==> config.mk <==
export PLATFORM = sky130hd
export DESIGN_NAME = fc_sequencer
export DESIGN_NICKNAME = d
export VERILOG_FILES = /design/src/rtl/fc_ctrl_pkg.sv /design/src/rtl/fc_sequencer_rd_lat_pipe.sv /design/src/rtl/fc_sequencer.sv
export SDC_FILE = /design/constraint.sdc
export NUM_CORES = 1
export LEC_CHECK = 0
export CELL_PAD_IN_SITES_DETAIL_PLACEMENT = 1
export CELL_PAD_IN_SITES_GLOBAL_PLACEMENT = 1
export CORE_ASPECT_RATIO = 0.9
export CORE_UTILIZATION = 33
export CTS_CLUSTER_DIAMETER = 40
export CTS_CLUSTER_SIZE = 16
export DETAILED_ROUTE_END_ITERATION = 7
export PLACE_DENSITY = 0.8
export SKIP_LAST_GASP = 1
export SLEW_MARGIN = 0
export SYNTH_ARGS = -nofsm -noshare
export SYNTH_HDL_FRONTEND = slang
export SYNTH_SLANG_ARGS = --single-unit
==> constraint.sdc <==
create_clock -name clk -period 4.42 [get_ports clk]
set_clock_uncertainty 0.1 [all_clocks]
set_input_delay 0.442 -clock clk [delete_from_list [all_inputs] [get_ports clk]]
set_output_delay 0.442 -clock clk [all_outputs]
set_load 0.005 [all_outputs]
==> src/rtl/fc_ctrl_pkg.sv <==
// Shared types and constants for the FC classifier controller.
// State encoding, datapath geometry, class codes and error bit positions.
package fc_ctrl_pkg;

   localparam int LANES     = 4;
   localparam int DW        = 8;
   localparam int NUM_BEATS = 16;

   localparam logic [1:0] CLASS_NORMAL   = 2'd0;
   localparam logic [1:0] CLASS_ABNORMAL = 2'd1;

   localparam int ERR_TIMEOUT    = 0;
   localparam int ERR_START_DROP = 1;

   typedef enum logic [2:0] {
      IDLE,
      FETCH,
      WAIT,
      HOLD,
      CLEAR
   } fc_state_t;

endpackage

==> src/rtl/fc_sequencer_rd_lat_pipe.sv <==
// Read-latency delay line: tracks buffer read strobes for DEPTH cycles
// and registers the returning word so it leaves aligned with its valid bit.
module rd_lat_pipe
   import fc_ctrl_pkg::*;
#(
   parameter int DEPTH = 1,
   parameter int W     = 32
) (
   input  logic         clk,
   input  logic         rst,
   input  logic         in_valid,
   input  logic [W-1:0] in_data,
   output logic         out_valid,
   output logic [W-1:0] out_data
);

   logic [DEPTH-1:0] vld_sr;

   always_ff @(posedge clk) begin
      if (rst) begin
         vld_sr    <= '0;
         out_valid <= 1'b0;
         out_data  <= '0;
      end else begin
         vld_sr[0] <= in_valid;
         for (int i = 1; i < DEPTH; i++)
            vld_sr[i] <= vld_sr[i-1];
         // data is zeroed outside the beat window
         out_valid <= vld_sr[DEPTH-1];
         out_data  <= vld_sr[DEPTH-1] ? in_data : '0;
      end
   end

endmodule

==> src/rtl/fc_sequencer.sv <==
// Controller for the 4-lane FC classifier: streams the feature buffer
// into the FC datapath, captures the class and hands it downstream.
module fc_sequencer
   import fc_ctrl_pkg::*;
#(
   parameter int LANES     = fc_ctrl_pkg::LANES,
   parameter int DW        = fc_ctrl_pkg::DW,
   parameter int NUM_BEATS = fc_ctrl_pkg::NUM_BEATS,
   parameter int AW        = 4,
   parameter int RD_LAT    = 1,
   parameter int TIMEOUT   = 32
) (
   input  logic                clk,
   input  logic                rst,
   input  logic                start,
   output logic                busy,
   output logic                buf_rd,
   output logic [AW-1:0]       buf_addr,
   input  logic [LANES*DW-1:0] buf_data,
   output logic                fc_en,
   output logic [LANES*DW-1:0] fc_in,
   input  logic                fc_flag,
   input  logic [1:0]          fc_class,
   output logic                res_valid,
   output logic [1:0]          res_class,
   input  logic                res_ready,
   output logic [1:0]          err
);

   localparam int CW = $clog2(NUM_BEATS + 1);
   localparam int TW = $clog2(TIMEOUT + 1);

   localparam logic [CW-1:0] NB   = CW'(NUM_BEATS);
   localparam logic [CW-1:0] LAST = CW'(NUM_BEATS - 1);
   localparam logic [TW-1:0] TO   = TW'(TIMEOUT);

   fc_state_t state, state_nx;

   logic [CW-1:0]       rd_cnt;
   logic [CW-1:0]       beat_cnt;
   logic [TW-1:0]       wait_cnt;
   logic                pipe_vld;
   logic [LANES*DW-1:0] pipe_data;

   rd_lat_pipe #(
      .DEPTH (RD_LAT),
      .W     (LANES*DW)
   ) u_pipe (
      .clk       (clk),
      .rst       (rst),
      .in_valid  (buf_rd),
      .in_data   (buf_data),
      .out_valid (pipe_vld),
      .out_data  (pipe_data)
   );

   always_ff @(posedge clk) begin
      if (rst) begin
         state     <= IDLE;
         rd_cnt    <= '0;
         beat_cnt  <= '0;
         wait_cnt  <= '0;
         res_class <= CLASS_NORMAL;
         err       <= '0;
      end else begin
         state <= state_nx;

         if (state != FETCH)
            rd_cnt <= '0;
         else if (buf_rd)
            rd_cnt <= rd_cnt + CW'(1);

         if (state != FETCH)
            beat_cnt <= '0;
         else if (pipe_vld)
            beat_cnt <= beat_cnt + CW'(1);

         if (state != WAIT)
            wait_cnt <= '0;
         else
            wait_cnt <= wait_cnt + TW'(1);

         if (state == WAIT && fc_flag)
            res_class <= fc_class;

         if (start && state != IDLE)
            err[ERR_START_DROP] <= 1'b1;

         if (state == WAIT && !fc_flag && wait_cnt == TO)
            err[ERR_TIMEOUT] <= 1'b1;
      end
   end

   always_comb begin
      state_nx = state;
      unique case (state)
         IDLE:  if (start) state_nx = FETCH;
         FETCH: if (pipe_vld && beat_cnt == LAST) state_nx = WAIT;
         WAIT: begin
            if (fc_flag)
               state_nx = HOLD;
            else if (wait_cnt == TO)
               state_nx = CLEAR;
         end
         HOLD:  if (res_ready) state_nx = CLEAR;
         CLEAR: state_nx = IDLE;
         default: state_nx = IDLE;
      endcase
   end

   // enable tracks the beat window, then holds so the FC keeps its flag
   assign busy      = (state != IDLE);
   assign buf_rd    = (state == FETCH) && (rd_cnt < NB);
   assign buf_addr  = buf_rd ? AW'(rd_cnt) : '0;
   assign fc_in     = pipe_data;
   assign fc_en     = pipe_vld || state == WAIT || state == HOLD;
   assign res_valid = (state == HOLD);

endmodule

### Word-level counts from Yosys, hierarchy flattened

Index checks and enable logic that the tools add are counted.
W data, S select, Z words.

* flip-flop bits (word level): 57
* input port bits: 39
* output and inout bits: 44
* logic and storage cells: 48

* add/sub/neg operators: 3
* order comparisons: 1
* equality and inequality tests: 11
* mux-type cells: 7
* bitwise operators: 1
* reductions and logical operators: 15

Operators with widths (count)
* $mux W3: 5
* $pmux W3 S4: 1
* $add A5 B1 Y5 const B: 2
* $add A6 B1 Y6 const B: 1
* $eq A3 B2 Y1 const B: 2
* $eq A6 B6 Y1 const B: 1
* $logic_and A1 B1 Y1: 6
* $ne A3 B2 Y1 const B: 2
* $reduce_or A2 Y1: 3
* $eq A5 B4 Y1 const B: 1
* $lt A5 B5 Y1 const B: 1
* $mux W4: 1
* $ne A2 B2 Y1 const B: 2
* $reduce_and A4 Y1: 1
* $eq A3 B1 Y1 const B: 1
* $logic_not A3 Y1: 1
* $ne A3 B1 Y1 const B: 1
* $reduce_bool A3 Y1: 1
* $logic_or A1 B1 Y1: 2
* $ne A2 B1 Y1 const B: 1
* $logic_not A1 Y1: 1
* $not A1 Y1: 1

### Depth between registers and ports, before layout

Gate-level depths: netlist of run 1.

* word-level depth: 4
* mapped depth: 6
* gate-level depth less buffers: 6

### Modules after synthesis

A second synthesis of run 1 with hierarchy kept.

* cell total of the unflattened synthesis: 190
* area total of the unflattened synthesis: 2054.5 um^2

By module, submodules not included
* fc_sequencer: times used 1, cells each 116, area an instance 1051.0 um^2, seq. area each 460.4 um^2
* rd_lat_pipe: times used 1, cells each 74, area an instance 1003.5 um^2, seq. area each 680.7 um^2

### Worst setup path after synthesis of run 1

OpenSTA, ideal clock, no wires.

* kind: reg-to-output
* start point: register rd_cnt[4]
* end point: output buf_addr[0]
* arrival: 1087 ps
* required time: 3878 ps
* slack: 2791 ps
* stages on the path, launching flop included: 4
* path buffers: 0
* cells stage by stage: dfxtp_1 or4b_4 clkinv_2 and2_2

* cells in the longest elaborated chain, start to end: 3

Ends and longest elaborated chain
* from (decl): line fc_sequencer.sv:39 `logic [CW-1:0] rd_cnt;`
* from (signal assigned): line fc_sequencer.sv:71 `rd_cnt <= rd_cnt + CW'(1);`
* $lt A5 B5 Y1: line fc_sequencer.sv:113 `assign buf_rd = (state == FETCH) && (rd_cnt < NB);`
* $logic_and A1 B1 Y1: line fc_sequencer.sv:113
* net buf_rd: line fc_sequencer.sv:17 `output logic buf_rd,`
* $mux W4: line fc_sequencer.sv:114 `assign buf_addr = buf_rd ? AW'(rd_cnt) : '0;`
* to (decl): line fc_sequencer.sv:18 `output logic [AW-1:0] buf_addr,`

The timed path passes the listed nets, and every way through them passes these cells.

### Worst setup path in the final report of run 1

* start point: register state[0]
* end point: output buf_addr[1]

* cells in the longest elaborated chain, start to end: 3

Ends and longest elaborated chain
* from (decl): line fc_sequencer.sv:37 `fc_state_t state, state_nx;`
* from (signal assigned): line fc_sequencer.sv:66 `state <= state_nx;`
* $eq A3 B1 Y1: line fc_sequencer.sv:113
* $logic_and A1 B1 Y1: line fc_sequencer.sv:113
* $mux W4: line fc_sequencer.sv:114

Every way passes these cells.

==> results of run 1 <==
critical path, stage by stage, from the launching register on:
cell and delay (ns):
dfxtp_1 0.54, or4b_4 0.54, clkinv_2 0.09, and2_2 0.14
clkdlybuf4s50_1 0.49
final cells by class:
class,count,share of cell area [%]
flip-flops and latches,57,37.56
clock inverters,4,1.483
well taps,70,2.883
repair buffers,83,27.27
inverters,9,1.153
multi-input cells,116,25.12
clock buffers,10,4.530
layer usage:
layer	track usage, %	vias to the layer above
li1	-	787
met3	11.27	2
met2	25.47	60
met1	16.73	715
met5	0	-
met4	7.345	0
flip-flops by register name, indices dropped and copies added (netlist names):
signal,count
wait_cnt,6
state,3
u_pipe.out_data,32
u_pipe.vld_sr,1
err,2
beat_cnt,5
res_class,2
u_pipe.out_valid,1
rd_cnt,5
power groups by stage:
stage          Sequential (W)  Clock [W]  Combinational [W]
2_1_floorplan        0.000543          0          0.0000323
3_3_place_gp         0.000546          0          0.0000915
3_5_place_dp         0.000546          0          0.0000932
4_1_cts              0.000535   0.000474          0.0000939
5_1_grt              0.000537   0.000501           0.000101
6_report             0.000535   0.000456          0.0000924
worst min-delay path by stage:
stage / from / endpoint / slack, ns / depth (start not counted)
after global routing: err[0] / err[0] / 0.41 / 2
final: err[0] / err[0] / 0.37 / 2
after detailed placement: err[0] / err[0] / 0.35 / 2
after floorplan: wait_cnt[0] / wait_cnt[0] / 0.33 / 1
after CTS: err[0] / err[0] / 0.37 / 2
after global placement: err[0] / err[0] / 0.35 / 2
placed cells by master (no fill, tap or decap), types with 2 or more instances in the layout:
master           synthesis  routed
clkbuf_8                 0      10
nor3b_1                  2       2
or3_1                    5       5
ha_1                     5       5
a21oi_1                  3       3
clkinv_2                 1       4
nor2_1                  23      23
o21ai_0                  3       3
and2_2                   3       3
dfxtp_1                 57      57
nand3_1                  5       5
xor2_1                   5       5
nand2_1                  4       4
inv_1                    8       8
nand4_1                  2       2
xnor2_1                  2       2
and2_1                  32      32
or4b_4                   2       2
mux2i_1                  4       4
clkdlybuf4s50_1          0      82
nand2b_1                 3       3
Yosys cell counts:
| master | instances |
|---|---|
| a2111oi_0 | 1 |
| a211oi_1 | 1 |
| a211oi_2 | 1 |
| a21oi_1 | 3 |
| a22o_1 | 1 |
| a31oi_1 | 1 |
| and2_1 | 32 |
| and2_2 | 3 |
| and3_1 | 1 |
| and4b_1 | 1 |
| and4bb_2 | 1 |
| buf_2 | 2 |
| clkbuf_1 | 7 |
| clkinv_2 | 1 |
| dfxtp_1 | 57 |
| ha_1 | 5 |
| inv_1 | 8 |
| mux2_1 | 1 |
| mux2i_1 | 4 |
| nand2_1 | 4 |
| nand2b_1 | 3 |
| nand3_1 | 5 |
| nand4_1 | 2 |
| nor2_1 | 23 |
| nor2b_1 | 1 |
| nor3b_1 | 2 |
| nor4b_1 | 1 |
| o211ai_1 | 1 |
| o21ai_0 | 3 |
| o32ai_1 | 1 |
| or3_1 | 5 |
| or4b_4 | 2 |
| xnor2_1 | 2 |
| xor2_1 | 5 |
cell families after synthesis:
logic type / Yosys count / synth area share [%]
adder cells (fa/ha/maj): 5 / 3.167
XOR/XNOR: 7 / 3.103
flip-flops: 57 / 57.76
AO/OA/AOI/OAI: 13 / 4.560
buffers and inverters: 18 / 3.610
AND/OR/NAND/NOR: 86 / 25.21
multiplexers: 5 / 2.597
metrics by stage:
step | hold WS, ns | total power [W] | instance area [um^2] | setup WS [ns]
floorplan | 0.3300 | 0.0005753 | 1976 | 2.791
global placement | 0.3452 | 0.0006374 | 2855 | 2.126
detailed placement | 0.3537 | 0.0006397 | 2855 | 2.097
CTS | 0.3735 | 0.001103 | 3038 | 1.720
global route | 0.4085 | 0.001138 | 3038 | 1.625
finish | 0.3670 | 0.001083 | 3038 | 1.758
==> out/metrics.csv, run 1 <==
metric,value,unit
unrepaired setup endpoints after global routing,no,
RR Startpoint,state[0],
peak supply drop,0.2236,mV
top cell type's share of synthesized area,57.76,%
worst setup path end,buf_addr[1],
CTS tree,done,
initial drt markers,41,
RR Endpoint,rd_cnt[3],
Final Setup Violations,0,
H-tree Lvls,3,
CTS Hold Bufs,0,
DRC,0,
Post-Synthesis Cell Area,1976,um^2
Worst setup EP type,output pin,
Synth Instances,191,
Die Ht,75.41,um
Switching Fraction,20.99,%
final core utilization,53.06,%
Post-CTS Resized,0,
sequential cell area fraction in the yosys report,57.76,%
routed wl met2,2.109,mm
area of the multi-input gates,763.2,um^2
Met3 Wirelength,632,um
sequential power share,49.4,%
hpwl dp,3.407,mm
Max transition margin,47.70,%
Final Critical Period,2.662,ns
CP startpoint,state[0],
Fmax,0.3756,GHz
die width,83.56,um
drt first pass iters,4,
Pwr Density,356.6,nW/um^2
"Reg clk slew, reported paths",0.06,ns
Logic pwr share,8.5,%
fill count,643,
register area,1141,um^2
"Period Utilization, post-route",60.23,%
clock latency on the worst-skew pair,0.32,ns
Worst Hold Class,reg -> reg,
pin count of the biggest net entering global routing,34,
switching power total,0.0002274,W
die area,6301,um^2
number of port buffers,82,
first-pass GRT wire length,7.555,mm
"top cells by area, synth","dfxtp_1 58%, and2_1 10%, nor2_1 4.4%, ha_1 3.2%, xor2_1 2.2%",
M1 WL,1.942,mm
Cell variety after synth,34,
crit-path max FO,14,
measured slew at the worst slew-check pin,0.7736,ns
clock group share of total power,42.1,%
Placeable Area,5725,um^2
synthesized flop and latch total,57,
setup bufs post-CTS,0,
antenna violations before repair,0,
Ports,83,
final non-filler cell total,349,
TritonCTS Sinks,57,
final net count,320,
Crit Path Class,reg -> out,
Routability Congestion,0.6953,
Max Buffers Root-to-Sink,2,
Internal Power,0.0008558,W
DP Cell Count,335,
Layout area overhead,53.77,%
Highest Signal Layer,met4,
CTS buffer count,9,
Syn Nets,235,
Total Routing Usage GR,16.12,%
syn avg cell area,10.34,um^2
routed wire length,4.706,mm
share of layout cells above drive strength 1,8.244,%
Yosys Warn Count,0,
Leak,1.164,nW
Via Count,1564,
CP Data Arrival Time,2.12,ns
Vias/cell,4.481,
CP Launch Type,flop,
post-route ant nets,0,
Rows,26,
Worst EP required,3.88,ns
cell taking the most area after synthesis,dfxtp_1,
worst reg-to-reg setup slack,2.61,ns
root buffer cell,clkbuf_8,
Fin. Hold Viols,0,
status,"complete, no violations",
gr ovfl total,0,
effective utilization at floorplan,34.51,%
fin. max-slew vios,0,
WL/cell,13.48,um
setup TNS,0,ns
number of global-route vias before repair,1612,
Max Cap Violations,0,
diodes inserted,0,
Reg2Reg Depth,4,
(Power assumes the default switching activity.)
==> run 2, diff against run 1 <==
--- a/config.mk
+++ b/config.mk
@@ -8,11 +8,11 @@
 export CELL_PAD_IN_SITES_DETAIL_PLACEMENT = 1
 export CELL_PAD_IN_SITES_GLOBAL_PLACEMENT = 1
 export CORE_ASPECT_RATIO = 0.9
-export CORE_UTILIZATION = 33
+export CORE_UTILIZATION = 28
 export CTS_CLUSTER_DIAMETER = 40
 export CTS_CLUSTER_SIZE = 16
 export DETAILED_ROUTE_END_ITERATION = 7
-export PLACE_DENSITY = 0.8
+export PLACE_DENSITY = 0.72
 export SKIP_LAST_GASP = 1
 export SLEW_MARGIN = 0
 export SYNTH_ARGS = -nofsm -noshare
==> constraint.sdc (replaced) <==
create_clock -name clk -period 2.2 [get_ports clk]
set_clock_uncertainty 0.1 [all_clocks]
set_input_delay 0.22 -clock clk [delete_from_list [all_inputs] [get_ports clk]]
set_output_delay 0.22 -clock clk [all_outputs]
set_load 0.005 [all_outputs]
==> out/metrics.csv, run 2 (synthesis results as in run 1) <==
metric,value,unit,change
root buffer cell,clkbuf_8,,
drt first pass iters,3,,-1
effective utilization at floorplan,29.53,%,-5.0 points
routed wire length,4.929,mm,+4.7%
Pwr Density,778.1,nW/um^2,+120%
CP Data Arrival Time,1.78,ns,-0.34 ns
Placed Area,2903,um^2,+1.7%
largest registers,"u_pipe.out_data (32), wait_cnt (6)",,
Max Cap Violations,0,,unchanged
WL/cell,13.14,um,-2.5%
Total Routing Usage GR,14.77,%,-1.4 points
Worst EP required,1.88,ns,-2.00 ns
status,"complete, no violations",,
clock group share of total power,48.4,%,+6.3 points
CP Launch Type,flop,,
Internal Power,0.001941,W,+130%
CTS Hold Bufs,0,,unchanged
pin count of the biggest net entering global routing,31,,-8.8%
Worst path slowest cell,or4b_4,,
Routability Congestion,0.7123,,+2.4%
Fmax,0.4759,GHz,
number of port buffers,82,,unchanged
Switching Fraction,21.05,%,+0.055 points
first-pass GRT wire length,8.169,mm,+8.1%
Final Setup Violations,0,,unchanged
Final Critical Period,2.101,ns,
CP startpoint,state[1],,
setup slack after layout,0.09865,ns,-1.659 ns
Leak,1.236,nW,+6.2%
switching power total,0.0005174,W,+130%
"worst slack, placed",0.2798,ns,-1.817 ns
setup TNS,0,ns,unchanged
Crit Path Class,reg -> out,,
CTS buffer count,9,,unchanged
hpwl dp,3.606,mm,+5.8%
H-tree Lvls,3,,unchanged
Max transition margin,49.65,%,+1.9 points
diodes inserted,0,,unchanged
TritonCTS Sinks,57,,unchanged
largest stage delay on the critical path,0.58,ns,+0.04 ns
CP Cell Sequence,or4b_4 -> clkinv_4 -> clkdlybuf4s50_1,,
antenna violations before repair,0,,unchanged
"Period Utilization, post-route",95.52,%,
Logic pwr share,8.1,%,-0.4 points
number of global-route vias before repair,1711,,+6.1%
share of layout cells above drive strength 1,10.88,%,+2.6 points
sequential power share,43.5,%,-5.9 points
die area,7396,um^2,+17%
RR Startpoint,state[1],,
Worst Hold Class,in -> reg,,
most frequent cells in the layout,"78 x clkdlybuf4s50_1, 56 x dfxtp_1, 32 x and2_1, 22 x nor2_1, 9 x clkbuf_8",,
unrepaired setup endpoints after global routing,no,,
Ports,83,,unchanged
initial drt markers,28,,-32%
Via Count,1588,,+1.5%
die width,90.54,um,+8.4%
Fin. Hold Viols,0,,unchanged
clock latency on the worst-skew pair,0.33,ns,about the same
Die Ht,81.69,um,+8.3%
post-route ant nets,0,,unchanged
largest register by flop count,u_pipe.out_data,,
crit-path max FO,4,,-10
"Reg clk slew, reported paths",0.07,ns,about the same
DRC,0,,unchanged
number of flip-flops in the largest register,32,,unchanged
measured slew at the worst slew-check pin,0.7448,ns,-0.02883 ns
post-route cell area,3159,um^2,+4.0%
fin. max-slew vios,0,,unchanged
Placeable Area,6691,um^2,+17%
Rows,28,,+7.7%
peak supply drop,0.3844,mV,+72%
final net count,324,,+1.3%
Layout area overhead,59.91,%,
Worst setup EP type,output pin,,
hold path start,buf_data[31],,
CTS tree,done,,
Max Buffers Root-to-Sink,2,,unchanged
"commonest non-fill, non-tap cell in the layout",clkdlybuf4s50_1,,
Vias/cell,4.235,,-5.5%
gr ovfl total,0,,unchanged
==> run 2: changes by cell type in the layout (fill, tap and decap cells not counted) <==
cell | before | now
buf_4 | 1 | 5
clkdlybuf4s50_1 | 82 | 78
clkinv_2 | 4 | 1
dlygate4sd2_1 | 0 | 3
bufinv_16 | 1 | 3
clkinv_4 | 0 | 2
clkinvlp_4 | 0 | 2
clkbuf_8 | 10 | 9
dfxtp_1 | 57 | 56
dfxtp_2 | 0 | 1
dlymetal6s2s_1 | 0 | 1
nor2_1 | 23 | 22
nor2_2 | 0 | 1
==> run 2: path summary, 6_finish.rpt <==
| check | to | slack, ns | cells past startpoint |
|---|---|---|---|
| worst max register to register | rd_cnt[3] | 0.52 | 5 |
| worst min register to register | err[0] | 0.37 | 2 |
| worst min-delay path | u_pipe.out_data[31] | 0.33 | 2 |
| worst max-delay path | buf_rd | 0.1 | 3 |
==> run 2: layout make-up <==
type | instances | area (um^2)
Clock buffer | 9 | 123.9
Clock inverter | 7 | 118.9
Fill cell | 756 | 3532
Inverter | 9 | 38.79
Multi-Input combinational cell | 116 | 765.7
Sequential cell | 57 | 1142
Tap cell | 90 | 112.6
Timing Repair Buffer | 87 | 857.1
==> run 2: per-stage QoR <==
stage | power, W | hold slack [ns] | utilization (%) | instances
2_1_floorplan | 0.001156 | 0.2372 | - | 191
3_3_place_gp | 0.001286 | 0.3455 | 43.38 | 358
3_5_place_dp | 0.001291 | 0.3658 | 43.38 | 358
4_1_cts | 0.002497 | 0.3183 | 47.14 | 375
5_1_grt | 0.002573 | 0.3277 | 47.21 | 375
6_report | 0.002458 | 0.3343 | 47.21 | 375
==> run 2: timing repair <==
item	4_1_cts	5_1_grt
pin swaps	1	2
endpoints found under the setup margin	3	1
setup buffers	1	0
resized for setup	5	2
cloned	0	0
==> run 2: power groups by stage <==
stage          Combinational, W  Clock (W)  Sequential, W
2_1_floorplan         0.0000648          0        0.00109
3_3_place_gp           0.000196          0        0.00109
3_5_place_dp           0.000199          0        0.00109
4_1_cts                0.000204    0.00122        0.00107
5_1_grt                0.000220    0.00128        0.00107
6_report               0.000200    0.00119        0.00107
==> run 2: routing by layer <==
metal  GRT usage (%)  vias up  part of all wire [%]
li1                -      797                     -
met2           24.62       69                    45
met5               0        -                     0
met3           11.30        5                    14
met4           4.355        0                  0.97
met1           14.39      717                    40
==> run 2: critical path: cells and delay by family (launching register included) <==
family        cells  cell delay (ns)
flops             1             0.31
simple gates      1             0.58
buf+inv           2             0.56
